File: src/rtl/raster_gen.sv
// Raster address generator: walks a cfg_w x cfg_h window starting at cfg_addr,
// emitting one pixel address per accepted beat with row/window end markers.
module raster_gen #(
  parameter int W_DATA = 16,
  parameter int W_DIM  = 8
) (
  input  logic              clk,
  input  logic              rst,
  input  logic              start,
  input  logic [W_DATA-1:0] cfg_addr,
  input  logic [W_DIM-1:0]  cfg_w,
  input  logic [W_DIM-1:0]  cfg_h,
  input  logic [W_DATA-1:0] cfg_stride,
  output logic              busy,
  output logic              done,
  output logic              dout_valid,
  input  logic              dout_ready,
  output logic [W_DATA-1:0] dout_data,
  output logic [1:0]        dout_eot
);

  typedef enum logic [0:0] {
    IDLE = 1'b0,
    RUN  = 1'b1
  } state_t;

  localparam logic [W_DIM-1:0]  DIM_ZERO = {W_DIM{1'b0}};
  localparam logic [W_DIM-1:0]  DIM_ONE  = W_DIM'(1);
  localparam logic [W_DATA-1:0] DATA_ONE = W_DATA'(1);

  state_t            state_r, state_s;
  logic [W_DATA-1:0] addr_r, addr_s;
  logic [W_DATA-1:0] row_start_r, row_start_s;
  logic [W_DATA-1:0] stride_r, stride_s;
  logic [W_DIM-1:0]  w_r, w_s;
  logic [W_DIM-1:0]  h_r, h_s;
  logic [W_DIM-1:0]  col_r, col_s;
  logic [W_DIM-1:0]  row_r, row_s;
  logic [1:0]        eot_r, eot_s;
  logic              done_r, done_s;
  logic              last_col_s, last_row_s;

  assign last_col_s = (col_r == (w_r - DIM_ONE));
  assign last_row_s = (row_r == (h_r - DIM_ONE));

  // Next-state: latch window on start, advance column/row on each accepted beat.
  always_comb begin
    state_s     = state_r;
    addr_s      = addr_r;
    row_start_s = row_start_r;
    stride_s    = stride_r;
    w_s         = w_r;
    h_s         = h_r;
    col_s       = col_r;
    row_s       = row_r;
    done_s      = 1'b0;
    eot_s       = 2'b00;

    case (state_r)
      IDLE: begin
        if (start) begin
          if ((cfg_w != DIM_ZERO) && (cfg_h != DIM_ZERO)) begin
            state_s     = RUN;
            addr_s      = cfg_addr;
            row_start_s = cfg_addr;
            stride_s    = cfg_stride;
            w_s         = cfg_w;
            h_s         = cfg_h;
            col_s       = DIM_ZERO;
            row_s       = DIM_ZERO;
          end else begin
            done_s = 1'b1;
          end
        end else begin
          state_s = IDLE;
        end
      end
      RUN: begin
        if (dout_ready) begin
          if (last_col_s) begin
            if (last_row_s) begin
              state_s = IDLE;
              done_s  = 1'b1;
            end else begin
              addr_s      = row_start_r + stride_r;
              row_start_s = row_start_r + stride_r;
              col_s       = DIM_ZERO;
              row_s       = row_r + DIM_ONE;
            end
          end else begin
            addr_s = addr_r + DATA_ONE;
            col_s  = col_r + DIM_ONE;
          end
        end else begin
          state_s = RUN;
        end
      end
      default: begin
        state_s = IDLE;
      end
    endcase

    // End markers are registered alongside the address they describe.
    if (state_s == RUN) begin
      eot_s[0] = (col_s == (w_s - DIM_ONE));
      eot_s[1] = (col_s == (w_s - DIM_ONE)) && (row_s == (h_s - DIM_ONE));
    end else begin
      eot_s = 2'b00;
    end
  end

  // State and datapath registers; reset aborts any scan immediately.
  always_ff @(posedge clk or negedge rst) begin
    if (!rst) begin
      state_r     <= IDLE;
      addr_r      <= {W_DATA{1'b0}};
      row_start_r <= {W_DATA{1'b0}};
      stride_r    <= {W_DATA{1'b0}};
      w_r         <= DIM_ZERO;
      h_r         <= DIM_ZERO;
      col_r       <= DIM_ZERO;
      row_r       <= DIM_ZERO;
      eot_r       <= 2'b00;
      done_r      <= 1'b0;
    end else begin
      state_r     <= state_s;
      addr_r      <= addr_s;
      row_start_r <= row_start_s;
      stride_r    <= stride_s;
      w_r         <= w_s;
      h_r         <= h_s;
      col_r       <= col_s;
      row_r       <= row_s;
      eot_r       <= eot_s;
      done_r      <= done_s;
    end
  end

  assign busy       = (state_r == RUN);
  assign dout_valid = (state_r == RUN);
  assign dout_data  = addr_r;
  assign dout_eot   = eot_r;
  assign done       = done_r;

endmodule

File: config.mk
export PLATFORM = sky130hd
export DESIGN_NAME = raster_gen
export DESIGN_NICKNAME = d
export VERILOG_FILES = /design/src/rtl/raster_gen.sv
export SDC_FILE = /design/constraint.sdc
export NUM_CORES = 1
export LEC_CHECK = 0
export CAP_MARGIN = 30
export CORE_MARGIN = 3
export CORE_UTILIZATION = 40
export DETAILED_ROUTE_END_ITERATION = 6
export MAX_ROUTING_LAYER = met4
export SYNTH_ARGS = -nofsm -noshare
export SYNTH_HDL_FRONTEND = slang
export SYNTH_SLANG_ARGS = --single-unit
export TNS_END_PERCENT = 5
File: constraint.sdc
create_clock -name clk -period 4 [get_ports clk]
set_input_delay 1.2 -clock clk [delete_from_list [all_inputs] [get_ports clk]]
set_output_delay 1.2 -clock clk [all_outputs]
set_load 0.1 [all_outputs]
Word level (Yosys, flattened, before mapping)
Index checks and enable logic that the tools add are counted.
Cells by class
  add/subtract/negate cells: 8
  equality and inequality tests: 10
  multiplexer cells: 40
  bitwise gates (word level): 1
  reduce and logical (&&, ||, !) cells: 7
Operator list (number)
  8-bit two-way mux: 16
  16-bit two-way mux: 7
  16-bit case mux with 2 select lines: 2
  8-bit equality test: 4
  8-bit case mux with 2 select lines: 2
  8-bit by 1-bit subtractor with 8-bit output (second input constant): 4
  16-bit by 1-bit adder with 16-bit output (second input constant): 1
  16-bit adder: 1
  8-bit by 1-bit adder with 8-bit output (second input constant): 2
  8-bit nonzero test: 2
  1-bit two-way mux: 10
  2-bit != test (second input constant): 4
  5-bit AND reduction: 1
  1-bit case mux with 2 select lines: 2
  4-bit AND reduction: 1
  3-bit != test (second input constant): 1
  3-bit AND reduction: 1
  1-bit logical AND: 2
  2-bit two-way mux: 1
  2-bit by 1-bit != test with 1-bit output (second input constant): 1
  1-bit inverter: 1
Word-level totals
  register bits: 84
  bits of input ports: 52
  output and inout bits: 21
  logic and storage cells: 76

Longest topological paths before layout
Gate-level depths: netlist (run 1).
  word-level depth: 9
  depth in mapped cells: 16
  mapped depth without buffers: 13

Worst setup path before layout (run 1)
OpenSTA, ideal clock, no wires.
  path kind: input-to-reg
  from: input port cfg_h[0]
  to: register eot_r[1], in the netlist dout_eot[1]
  library setup time: 0.095 ns
  arrival time: 4.518 ns
  required time: 3.905 ns
  slack: -0.613 ns
  cell stages on the path: 16
  buffers on the path: 4
  path through: nor4_1 -> nand3_1 -> nand4_1 -> clkbuf_1 -> clkbuf_1 -> buf_1 -> clkbuf_1 -> mux2i_1 -> ha_1 -> inv_1 -> nand3_1 -> o21ai_0 -> a221oi_1 -> a211oi_1 -> nand2_1 -> nor4b_2
On the way
  word-level cells in the longest chain between the ends: 9
  elaborated cells on any way between the ends: 23
  classes of those cells: add/sub (2); eq/ne (2); mux (16); reduce/logical (3)
RTL lines
  from (decl): line 12  | input logic [W_DIM-1:0] cfg_h,
  8-bit nonzero test: line 62  | if ((cfg_w != DIM_ZERO) && (cfg_h != DIM_ZERO)) begin
  1-bit logical AND: line 62
  8-bit two-way mux: line 62
  8-bit two-way mux: line 61  | if (start) begin
  8-bit two-way mux: line 59  | case (state_r)
  8-bit by 1-bit subtractor with 8-bit output: line 106  | eot_s[1] = (col_s == (w_s - DIM_ONE)) && (row_s == (h_s - DIM_ONE));
  8-bit equality test: line 106
  1-bit logical AND: line 106
  2-bit two-way mux (*): line 104  | if (state_s == RUN) begin
  via eot_s[1]: line 39  | logic [1:0] eot_r, eot_s;
  to (signal assigned): line 134  | eot_r <= eot_s;
  to (decl): line 39
The timed path passes the listed nets; every way through them passes the cells marked *.
A chain may end at the register's enable or synchronous reset.

Final worst setup path (run 1)
  from: input port cfg_w[4]
  to: register eot_r[1], in the netlist dout_eot[1]
On the way
  word-level cells in the longest chain between the ends: 9
  elaborated cells on any way between the ends: 23
  classes of those cells: add/sub (2); eq/ne (2); mux (16); reduce/logical (3)
RTL lines
  from (decl): line 11  | input logic [W_DIM-1:0] cfg_w,
  8-bit nonzero test: line 62
  1-bit logical AND: line 62
  8-bit two-way mux: line 62
  8-bit two-way mux: line 61
  8-bit two-way mux: line 59
  8-bit by 1-bit subtractor with 8-bit output: line 106
  8-bit equality test: line 106
  1-bit logical AND: line 106
  2-bit two-way mux (*): line 104
  via eot_s[1]: line 39
Marks and branches as above.

==> impl_results.html, run 1 <==
<table>
<tr><th>Metric</th><th>Value</th></tr>
<tr><th colspan="2">Cells and area</th></tr>
<tr><td>Area taken by multi-input logic gates</td><td>3570 um^2</td></tr>
<tr><td>Commonest non-fill, non-tap cells in the layout</td><td>125 x sky130_fd_sc_hd__nand2_1, 84 x sky130_fd_sc_hd__dfrtp_1, 65 x sky130_fd_sc_hd__buf_4</td></tr>
<tr><td>Commonest non-fill, non-tap cell in the layout</td><td>sky130_fd_sc_hd__nand2_1</td></tr>
<tr><td>Final instance count without filler cells</td><td>983</td></tr>
<tr><td>Final core utilization</td><td>0.518</td></tr>
<tr><td>Flip-flop and latch area</td><td>2100 um^2</td></tr>
<tr><td>Count of nets after finishing</td><td>873</td></tr>
<tr><td>Antenna diode count</td><td>0</td></tr>
<tr><td>Ratio of cells with drive above 1 in the final layout</td><td>0.136</td></tr>
<tr><td>Filler instances</td><td>1,385</td></tr>
<tr><td>Area growth from synthesis to final layout</td><td>24.3%</td></tr>
<tr><th colspan="2">Placement</th></tr>
<tr><td>Worst slack at placement</td><td>-0.108 ns</td></tr>
<tr><td>Routability congestion estimate from global placement</td><td>0.896</td></tr>
<tr><td>Number of port buffers</td><td>72</td></tr>
<tr><td>Total half-perimeter wirelength after legalization and detailed placement</td><td>12.4 mm</td></tr>
<tr><td>Number of instances in the placed design</td><td>966</td></tr>
<tr><th colspan="2">Setup path</th></tr>
<tr><td>WP data required</td><td>4.26 ns</td></tr>
<tr><td>Count of buffer and inverter cells on the critical path</td><td>3</td></tr>
<tr><td>Worst path max stage delay</td><td>0.43 ns</td></tr>
<tr><td>Kind of cell with the highest combined delay on the critical path</td><td>simple AND/OR/NAND/NOR gates</td></tr>
<tr><td>Critical-path cell with the highest stage delay</td><td>sky130_fd_sc_hd__clkdlybuf4s50_1</td></tr>
<tr><td>Arrival time of the worst setup path</td><td>3.97 ns</td></tr>
<tr><td>Largest driver fanout on the critical path</td><td>5</td></tr>
<tr><td>Startpoint type of the worst setup path</td><td>input pin</td></tr>
<tr><td>Endpoint kind of the worst setup timing path</td><td>flop</td></tr>
<tr><td>List of cells traversed by the critical path</td><td>clkdlybuf4s50_1 -&gt; nor3_2 -&gt; nand4b_1 -&gt; nand4_1 -&gt; buf_4 -&gt; buf_4 -&gt; mux2i_1 -&gt; nand4_1 -&gt; nor4b_1 -&gt; mux2i_1 -&gt; a311oi_1 -&gt; nor4b_2</td></tr>
<tr><td>Type of the worst setup path</td><td>in -&gt; reg</td></tr>
<tr><th colspan="2">Logic synthesis</th></tr>
<tr><td>EDFF count, synth</td><td>0</td></tr>
<tr><td>Synth cell types</td><td>65</td></tr>
<tr><td>Share of synthesized area occupied by flip-flops and latches</td><td>0.355</td></tr>
<tr><td>Number of flip-flops and latches in the synthesized netlist</td><td>84</td></tr>
<tr><td>Cell count after synthesis</td><td>703</td></tr>
<tr><td>Net Count, Synth</td><td>778</td></tr>
<tr><td>Most common flop cell mapped by yosys</td><td>sky130_fd_sc_hd__dfrtp_1</td></tr>
<tr><td>Synth Area per Inst</td><td>8.43 um^2</td></tr>
<tr><td>Post-Syn Area</td><td>5920 um^2</td></tr>
<tr><td>Asr flop ratio synth</td><td>1.00</td></tr>
<tr><td>Count of synthesis-stage warnings from yosys</td><td>0</td></tr>
<tr><th colspan="2">STA</th></tr>
<tr><td>Clk_skew</td><td>0.0125 ns</td></tr>
<tr><td>Least-Margin Pin Slew</td><td>0.971 ns</td></tr>
<tr><td>Number of failing setup endpoints in the final timing report</td><td>0</td></tr>
<tr><td>Final cycle utilization of the critical path</td><td>0.929</td></tr>
<tr><td>Post-route minimum period</td><td>3.72 ns</td></tr>
<tr><td>Top achievable clock speed</td><td>0.269 GHz</td></tr>
<tr><td>Endpoints failing hold</td><td>0</td></tr>
<tr><td>Setup repair after global routing missed its margin</td><td>no</td></tr>
<tr><td>Least setup slack across all paths after layout</td><td>0.284 ns</td></tr>
<tr><td>Total negative setup slack</td><td>0 ns</td></tr>
<tr><td>Relative slew margins</td><td>0.351</td></tr>
<tr><td>Final Max Slew Viols</td><td>0</td></tr>
<tr><th colspan="2">Clocking</th></tr>
<tr><td>Longest Clk Path Bufs</td><td>2</td></tr>
<tr><td>Total clock buffers created by CTS</td><td>9</td></tr>
<tr><td>Clock tree from TritonCTS</td><td>built</td></tr>
<tr><td>Root Buffer Master</td><td>sky130_fd_sc_hd__clkbuf_16</td></tr>
<tr><td>Clock edge transition at the registers on the reported setup and hold paths</td><td>0.06 ns</td></tr>
<tr><td>Max H-tree Level</td><td>3</td></tr>
<tr><td>Number of hold buffers added after cts</td><td>0</td></tr>
<tr><td>Source-to-sink clock delay at the later pin of the worst-skew pair</td><td>0.35 ns</td></tr>
<tr><td>Num Clock Sinks</td><td>84</td></tr>
<tr><th colspan="2">Global route</th></tr>
<tr><td>Pin count of the biggest net entering global routing</td><td>40</td></tr>
<tr><td>GR Util All Layers</td><td>0.213</td></tr>
<tr><td>Initial antenna violation count</td><td>0</td></tr>
<tr><td>Wire length of the first global-routing pass</td><td>26.9 mm</td></tr>
<tr><td>Grt total ovfl</td><td>0</td></tr>
<tr><td>Vias in the first global route</td><td>5,318</td></tr>
<tr><th colspan="2">Die</th></tr>
<tr><td>Boundary Pins</td><td>73</td></tr>
<tr><td>Vertical die dimension</td><td>128 um</td></tr>
<tr><td>Die Wd</td><td>128 um</td></tr>
<tr><td>Core box area</td><td>14,200 um^2</td></tr>
<tr><td>Row cnt</td><td>43</td></tr>
<tr><td>Initial Utilization</td><td>0.417</td></tr>
<tr><td>Die Footprint</td><td>16,300 um^2</td></tr>
<tr><th colspan="2">Route</th></tr>
<tr><td>Routed via count divided by cell count</td><td>5.47</td></tr>
<tr><td>First-pass iteration count of the detailed router</td><td>4</td></tr>
<tr><td>WL/cell</td><td>16.7 um</td></tr>
<tr><td>Via count</td><td>5,376</td></tr>
<tr><td>Sum of routed wire length over all layers</td><td>16.4 mm</td></tr>
<tr><td># DRC</td><td>0</td></tr>
<tr><td>DRT antenna net count</td><td>0</td></tr>
<tr><td>Number of violations reported at the end of detailed-routing iteration 0</td><td>374</td></tr>
<tr><th colspan="2">Power and ir drop</th></tr>
<tr><td>Total power draw</td><td>5.26 mW</td></tr>
<tr><td>Static leakage</td><td>3.28 nW</td></tr>
<tr><td>Worst IR drop on VDD</td><td>0.301 mV</td></tr>
<tr><td>Power per standard cell area</td><td>715 nW/um^2</td></tr>
<tr><th colspan="2">Worst hold path</th></tr>
<tr><td>Worst hold path class</td><td>reg -&gt; reg</td></tr>
<tr><th colspan="2">Run</th></tr>
<tr><td>Maxcap violations</td><td>0</td></tr>
<tr><th colspan="2">Run status</th></tr>
<tr><td>Outcome</td><td>finished clean</td></tr>
</table>
[cells in the mapped netlist (3+ instances only)]
cell type	count	area share
sky130_fd_sc_hd__a31o_2	3	0.0044
sky130_fd_sc_hd__nor4b_1	5	0.0074
sky130_fd_sc_hd__a211oi_1	4	0.0051
sky130_fd_sc_hd__ha_1	22	0.046
sky130_fd_sc_hd__and2_1	5	0.0053
sky130_fd_sc_hd__buf_1	5	0.0032
sky130_fd_sc_hd__o21a_1	3	0.0038
sky130_fd_sc_hd__nor4_1	4	0.0042
sky130_fd_sc_hd__and3_1	15	0.016
sky130_fd_sc_hd__nor3_1	18	0.015
sky130_fd_sc_hd__xnor2_1	40	0.059
sky130_fd_sc_hd__mux2_2	3	0.0057
sky130_fd_sc_hd__xor2_1	20	0.030
sky130_fd_sc_hd__nand2_1	125	0.079
sky130_fd_sc_hd__nor2b_1	8	0.0084
sky130_fd_sc_hd__a22oi_1	4	0.0051
sky130_fd_sc_hd__nor4b_2	3	0.0076
sky130_fd_sc_hd__clkbuf_1	22	0.014
sky130_fd_sc_hd__or3_1	8	0.0084
sky130_fd_sc_hd__inv_1	30	0.019
sky130_fd_sc_hd__o31ai_1	3	0.0038
sky130_fd_sc_hd__a21oi_1	37	0.031
sky130_fd_sc_hd__nand4_1	4	0.0042
sky130_fd_sc_hd__nand2b_1	5	0.0053
sky130_fd_sc_hd__mux2i_1	32	0.054
sky130_fd_sc_hd__o211ai_1	14	0.018
sky130_fd_sc_hd__nand3_1	27	0.023
sky130_fd_sc_hd__a211o_1	3	0.0044
sky130_fd_sc_hd__a31oi_1	17	0.018
sky130_fd_sc_hd__buf_2	5	0.0042
sky130_fd_sc_hd__o21ai_0	26	0.022
sky130_fd_sc_hd__nor2_1	53	0.034
sky130_fd_sc_hd__dfrtp_1	84	0.35
sky130_fd_sc_hd__nand4b_1	3	0.0044
[final timing paths]
path	depth (start not counted)	from	slack (ns)	end
max	12	cfg_w[4]	0.28	dout_eot[1]
min	2	stride_r[12]	0.49	stride_r[12]
max reg2reg	11	w_r[1]	0.40	dout_eot[1]
min reg2reg	2	stride_r[12]	0.49	stride_r[12]
max in group asynchronous	2	rst	2.36	row_r[6]
min in group asynchronous	1	rst	0.82	w_r[7]
[stage by stage]
step | hold WS, ns | cell area [um^2]
detailed placement | 0.472 | 7020
global route | 0.512 | 7360
floorplan | 0.450 | 5940
finish | 0.485 | 7360
global placement | 0.468 | 7020
CTS | 0.491 | 7350
[repair_timing]
| action | CTS | global route |
|---|---|---|
| resized for setup | 0 | 2 |
| endpoints found under the setup margin | 0 | 1 |
| buffers inserted | 0 | 1 |
[sequential cells by signal, indices dropped and copies added, names as in the netlist]
register	count
h_r	8
stride_r	16
row_start_r	16
done	1
row_r	8
col_r	8
busy	1
dout_data	16
dout_eot	2
w_r	8
[tightest hold or removal path: cells and delay by family, from the launching register on]
family        cells  cell delay [ns]
flops             1             0.35
simple gates      2             0.10
[metal layers]
metal,vias to the layer above,routed length (um),share of wire,GRT usage
met4,0,346,0.021,0.0662
met3,23,614,0.037,0.0358
li1,2657,-,-,-
met5,-,0,0,-
met2,131,7740,0.47,0.336
met1,2565,7680,0.47,0.281
[report_power, final]
group          switching, mW  total, mW  internal (mW)
clock                  0.371      0.936          0.565
combinational           1.77       2.89           1.12
sequential             0.315       1.44           1.12
[cell type report]
class                   instances  share of cell area
flip-flops and latches         84               0.285
inverters                      30              0.0153
clock buffers                  10              0.0325
well taps                     180              0.0306
repair buffers                119               0.140
clock inverters                 6              0.0119
multi-input cells             554               0.485
[kinds of logic (layout without fill, tap and decap cells)]
kind of cell / Yosys count / after routing / share of synthesized area
buffers and inverters: 65 / 165 / 0.0448
DFF: 84 / 84 / 0.355
and+or+nand+nor: 299 / 299 / 0.246
xor gates and xnor gates: 60 / 60 / 0.0887
adders and majority gates: 23 / 23 / 0.0498
muxes: 36 / 36 / 0.0621
AOI/OAI and AO/OA: 136 / 136 / 0.154
No activity file was read; power rests on OpenSTA's default activity.
==> inputs of run 2 (changes only) <==
clock period = 3.9 ns   (was 4 ns; I/O delays follow)
==> impl_results.html, run 2 (synthesis gave the netlist of run 1 again) <==
<table>
<tr><th>Metric</th><th>Value</th></tr>
<tr><th colspan="2">Clocking</th></tr>
<tr><td>Max H-tree Level</td><td>3</td></tr>
<tr><td>Source-to-sink clock delay at the later pin of the worst-skew pair</td><td>0.35 ns</td></tr>
<tr><td>Number of hold buffers added after cts</td><td>0</td></tr>
<tr><td>Longest Clk Path Bufs</td><td>2</td></tr>
<tr><td>Root Buffer Master</td><td>sky130_fd_sc_hd__clkbuf_16</td></tr>
<tr><td>Num Clock Sinks</td><td>84</td></tr>
<tr><td>Clock tree from TritonCTS</td><td>built</td></tr>
<tr><td>Total clock buffers created by CTS</td><td>9</td></tr>
<tr><td>Clock edge transition at the registers on the reported setup and hold paths</td><td>0.06 ns</td></tr>
<tr><th colspan="2">Setup path</th></tr>
<tr><td>List of cells traversed by the critical path</td><td>clkdlybuf4s50_1 -&gt; nor3_2 -&gt; nand4b_1 -&gt; nand4_1 -&gt; buf_4 -&gt; mux2i_2 -&gt; ha_1 -&gt; nand2_1 -&gt; nand2_1 -&gt; mux2i_1 -&gt; or3_1 -&gt; mux2i_2 -&gt; nor3_1</td></tr>
<tr><td>WP data required</td><td>4.13 ns</td></tr>
<tr><td>Type of the worst setup path</td><td>in -&gt; reg</td></tr>
<tr><td>Worst path max stage delay</td><td>0.45 ns</td></tr>
<tr><td>Startpoint type of the worst setup path</td><td>input pin</td></tr>
<tr><td>Count of buffer and inverter cells on the critical path</td><td>2</td></tr>
<tr><td>Endpoint kind of the worst setup timing path</td><td>flop</td></tr>
<tr><td>Critical-path cell with the highest stage delay</td><td>sky130_fd_sc_hd__clkdlybuf4s50_1</td></tr>
<tr><td>Largest driver fanout on the critical path</td><td>6</td></tr>
<tr><td>Kind of cell with the highest combined delay on the critical path</td><td>simple AND/OR/NAND/NOR gates</td></tr>
<tr><td>Arrival time of the worst setup path</td><td>3.93 ns</td></tr>
<tr><th colspan="2">Placement</th></tr>
<tr><td>Number of port buffers</td><td>72</td></tr>
<tr><td>Routability congestion estimate from global placement</td><td>0.887</td></tr>
<tr><td>Worst slack at placement</td><td>-0.243 ns</td></tr>
<tr><td>Total half-perimeter wirelength after legalization and detailed placement</td><td>12.6 mm</td></tr>
<tr><th colspan="2">STA</th></tr>
<tr><td>Setup repair after global routing missed its margin</td><td>no</td></tr>
<tr><td>Final cycle utilization of the critical path</td><td>0.949</td></tr>
<tr><td>Number of failing setup endpoints in the final timing report</td><td>0</td></tr>
<tr><td>Worst slack on hold paths</td><td>0.475 ns</td></tr>
<tr><td>Endpoints failing hold</td><td>0</td></tr>
<tr><td>Top achievable clock speed</td><td>0.270 GHz</td></tr>
<tr><td>Relative slew margins</td><td>0.357</td></tr>
<tr><td>Post-route minimum period</td><td>3.70 ns</td></tr>
<tr><td>Least-Margin Pin Slew</td><td>0.961 ns</td></tr>
<tr><td>Least setup slack across all paths after layout</td><td>0.198 ns</td></tr>
<tr><td>Final Max Slew Viols</td><td>0</td></tr>
<tr><td>Clk_skew</td><td>0.00896 ns</td></tr>
<tr><th colspan="2">Power and ir drop</th></tr>
<tr><td>Switching part of the total</td><td>0.472</td></tr>
<tr><td>Power per standard cell area</td><td>721 nW/um^2</td></tr>
<tr><td>Worst IR drop on VDD</td><td>0.283 mV</td></tr>
<tr><td>Fraction of power consumed by sequential logic</td><td>0.276</td></tr>
<tr><td>Pint</td><td>2.81 mW</td></tr>
<tr><td>Static leakage</td><td>3.29 nW</td></tr>
<tr><td>Relative contribution of combinational cells to total power</td><td>0.562</td></tr>
<tr><td>Clock share of power</td><td>0.162</td></tr>
<tr><td>Sw Pwr</td><td>2.52 mW</td></tr>
<tr><th colspan="2">Route</th></tr>
<tr><td>Routed via count divided by cell count</td><td>5.55</td></tr>
<tr><td>Number of violations reported at the end of detailed-routing iteration 0</td><td>407</td></tr>
<tr><td>Sum of routed wire length over all layers</td><td>16.8 mm</td></tr>
<tr><td>WL/cell</td><td>17.0 um</td></tr>
<tr><td>DRT antenna net count</td><td>0</td></tr>
<tr><td>Via count</td><td>5,486</td></tr>
<tr><td>First-pass iteration count of the detailed router</td><td>5</td></tr>
<tr><td># DRC</td><td>0</td></tr>
<tr><th colspan="2">Cells and area</th></tr>
<tr><td>Area taken by multi-input logic gates</td><td>3590 um^2</td></tr>
<tr><td>Flip-flop and latch area</td><td>2100 um^2</td></tr>
<tr><td>Antenna diode count</td><td>0</td></tr>
<tr><td>Commonest non-fill, non-tap cell in the layout</td><td>sky130_fd_sc_hd__nand2_1</td></tr>
<tr><td>Filler instances</td><td>1,352</td></tr>
<tr><td>Commonest non-fill, non-tap cells in the layout</td><td>125 x sky130_fd_sc_hd__nand2_1, 84 x sky130_fd_sc_hd__dfrtp_1, 73 x sky130_fd_sc_hd__buf_4</td></tr>
<tr><td>Area growth from synthesis to final layout</td><td>24.9%</td></tr>
<tr><td>Ratio of cells with drive above 1 in the final layout</td><td>0.148</td></tr>
<tr><td>Count of nets after finishing</td><td>879</td></tr>
<tr><th colspan="2">Die</th></tr>
<tr><td>Die Wd</td><td>128 um</td></tr>
<tr><td>Row cnt</td><td>43</td></tr>
<tr><td>Core box area</td><td>14,200 um^2</td></tr>
<tr><td>Boundary Pins</td><td>73</td></tr>
<tr><td>Die Footprint</td><td>16,300 um^2</td></tr>
<tr><td>Vertical die dimension</td><td>128 um</td></tr>
<tr><td>Initial Utilization</td><td>0.417</td></tr>
<tr><th colspan="2">Global route</th></tr>
<tr><td>Vias in the first global route</td><td>5,453</td></tr>
<tr><td>Wire length of the first global-routing pass</td><td>27.7 mm</td></tr>
<tr><td>Grt total ovfl</td><td>0</td></tr>
<tr><td>GR Util All Layers</td><td>0.217</td></tr>
<tr><td>Initial antenna violation count</td><td>0</td></tr>
<tr><td>Pin count of the biggest net entering global routing</td><td>39</td></tr>
<tr><th colspan="2">Worst hold path</th></tr>
<tr><td>Worst hold path class</td><td>reg -&gt; reg</td></tr>
<tr><th colspan="2">Run</th></tr>
<tr><td>Maxcap violations</td><td>0</td></tr>
<tr><th colspan="2">Run status</th></tr>
<tr><td>Outcome</td><td>finished clean</td></tr>
</table>
## run 2: cell count changes in the layout (fill, tap and decap cells not counted), sizes merged
cell | before | now
buf | 65 | 74
clkdlybuf4s50 | 54 | 51
clkinv | 4 | 1
clkbuf | 10 | 12
clkinvlp | 0 | 2
bufinv | 2 | 1
## run 2: layout make-up
type	count	area share
sequential	84	0.284
inverter	30	0.0152
clock buffer	12	0.0320
tap	180	0.0304
timing repair buffer	125	0.146
multi-input combinational	554	0.486
clock inverter	4	0.00676
## run 2: final timing paths
check                            startpoint           to  slack [ns]  depth (start not counted)
worst max-delay path               cfg_w[4]  dout_eot[0]        0.20                         13
worst min-delay path            stride_r[9]  stride_r[9]        0.48                          2
worst max register to register       w_r[5]  dout_eot[0]        0.23                         10
worst min register to register  stride_r[9]  stride_r[9]        0.48                          2
max in group asynchronous               rst       h_r[7]        2.40                          2
min in group asynchronous               rst       w_r[5]        0.75                          1
## run 2: power groups by stage
stage | combinational [mW] | sequential, mW | clock (mW)
after floorplan | 1.81 | 1.88 | 0
after global placement | 2.90 | 1.48 | 0
after detailed placement | 2.95 | 1.48 | 0
after CTS | 2.97 | 1.47 | 0.882
after global routing | 3.30 | 1.52 | 0.912
final | 3.00 | 1.47 | 0.863
## run 2: worst min-delay path, stage by stage (launching register included)
cell and delay [ns]:
sky130_fd_sc_hd__dfrtp_1 0.34, sky130_fd_sc_hd__nand2_1 0.05, sky130_fd_sc_hd__nand2_1 0.05
## run 2: stage by stage
stage	setup TNS (ns)	total power [mW]	area (um^2)	std cells	util
after CTS	0	5.32	7360	989	0.518
after global placement	-0.111	4.38	7080	973	0.498
final	0	5.33	7400	989	0.521
after global routing	0	5.73	7400	989	0.521
after detailed placement	-0.484	4.43	7080	973	0.498
after floorplan	0	3.69	5950	703	-
## run 2: what timing repair did
action	CTS	global route
resized for setup	0	7
buffers inserted	0	0
endpoints found under the setup margin	0	2
## run 2: metal layers
layer	up-vias	part of all wire	global-route usage
li1	2669	-	-
met1	2631	0.48	0.296
met2	152	0.46	0.330
met3	34	0.040	0.0342
met4	0	0.022	0.0762
met5	-	0	-
==> inputs of run 3 (changes only) <==
CAP_MARGIN = default   (was 30)
==> results of run 3 <==
Final layout, timing and power as in run 2 (identical DEF).
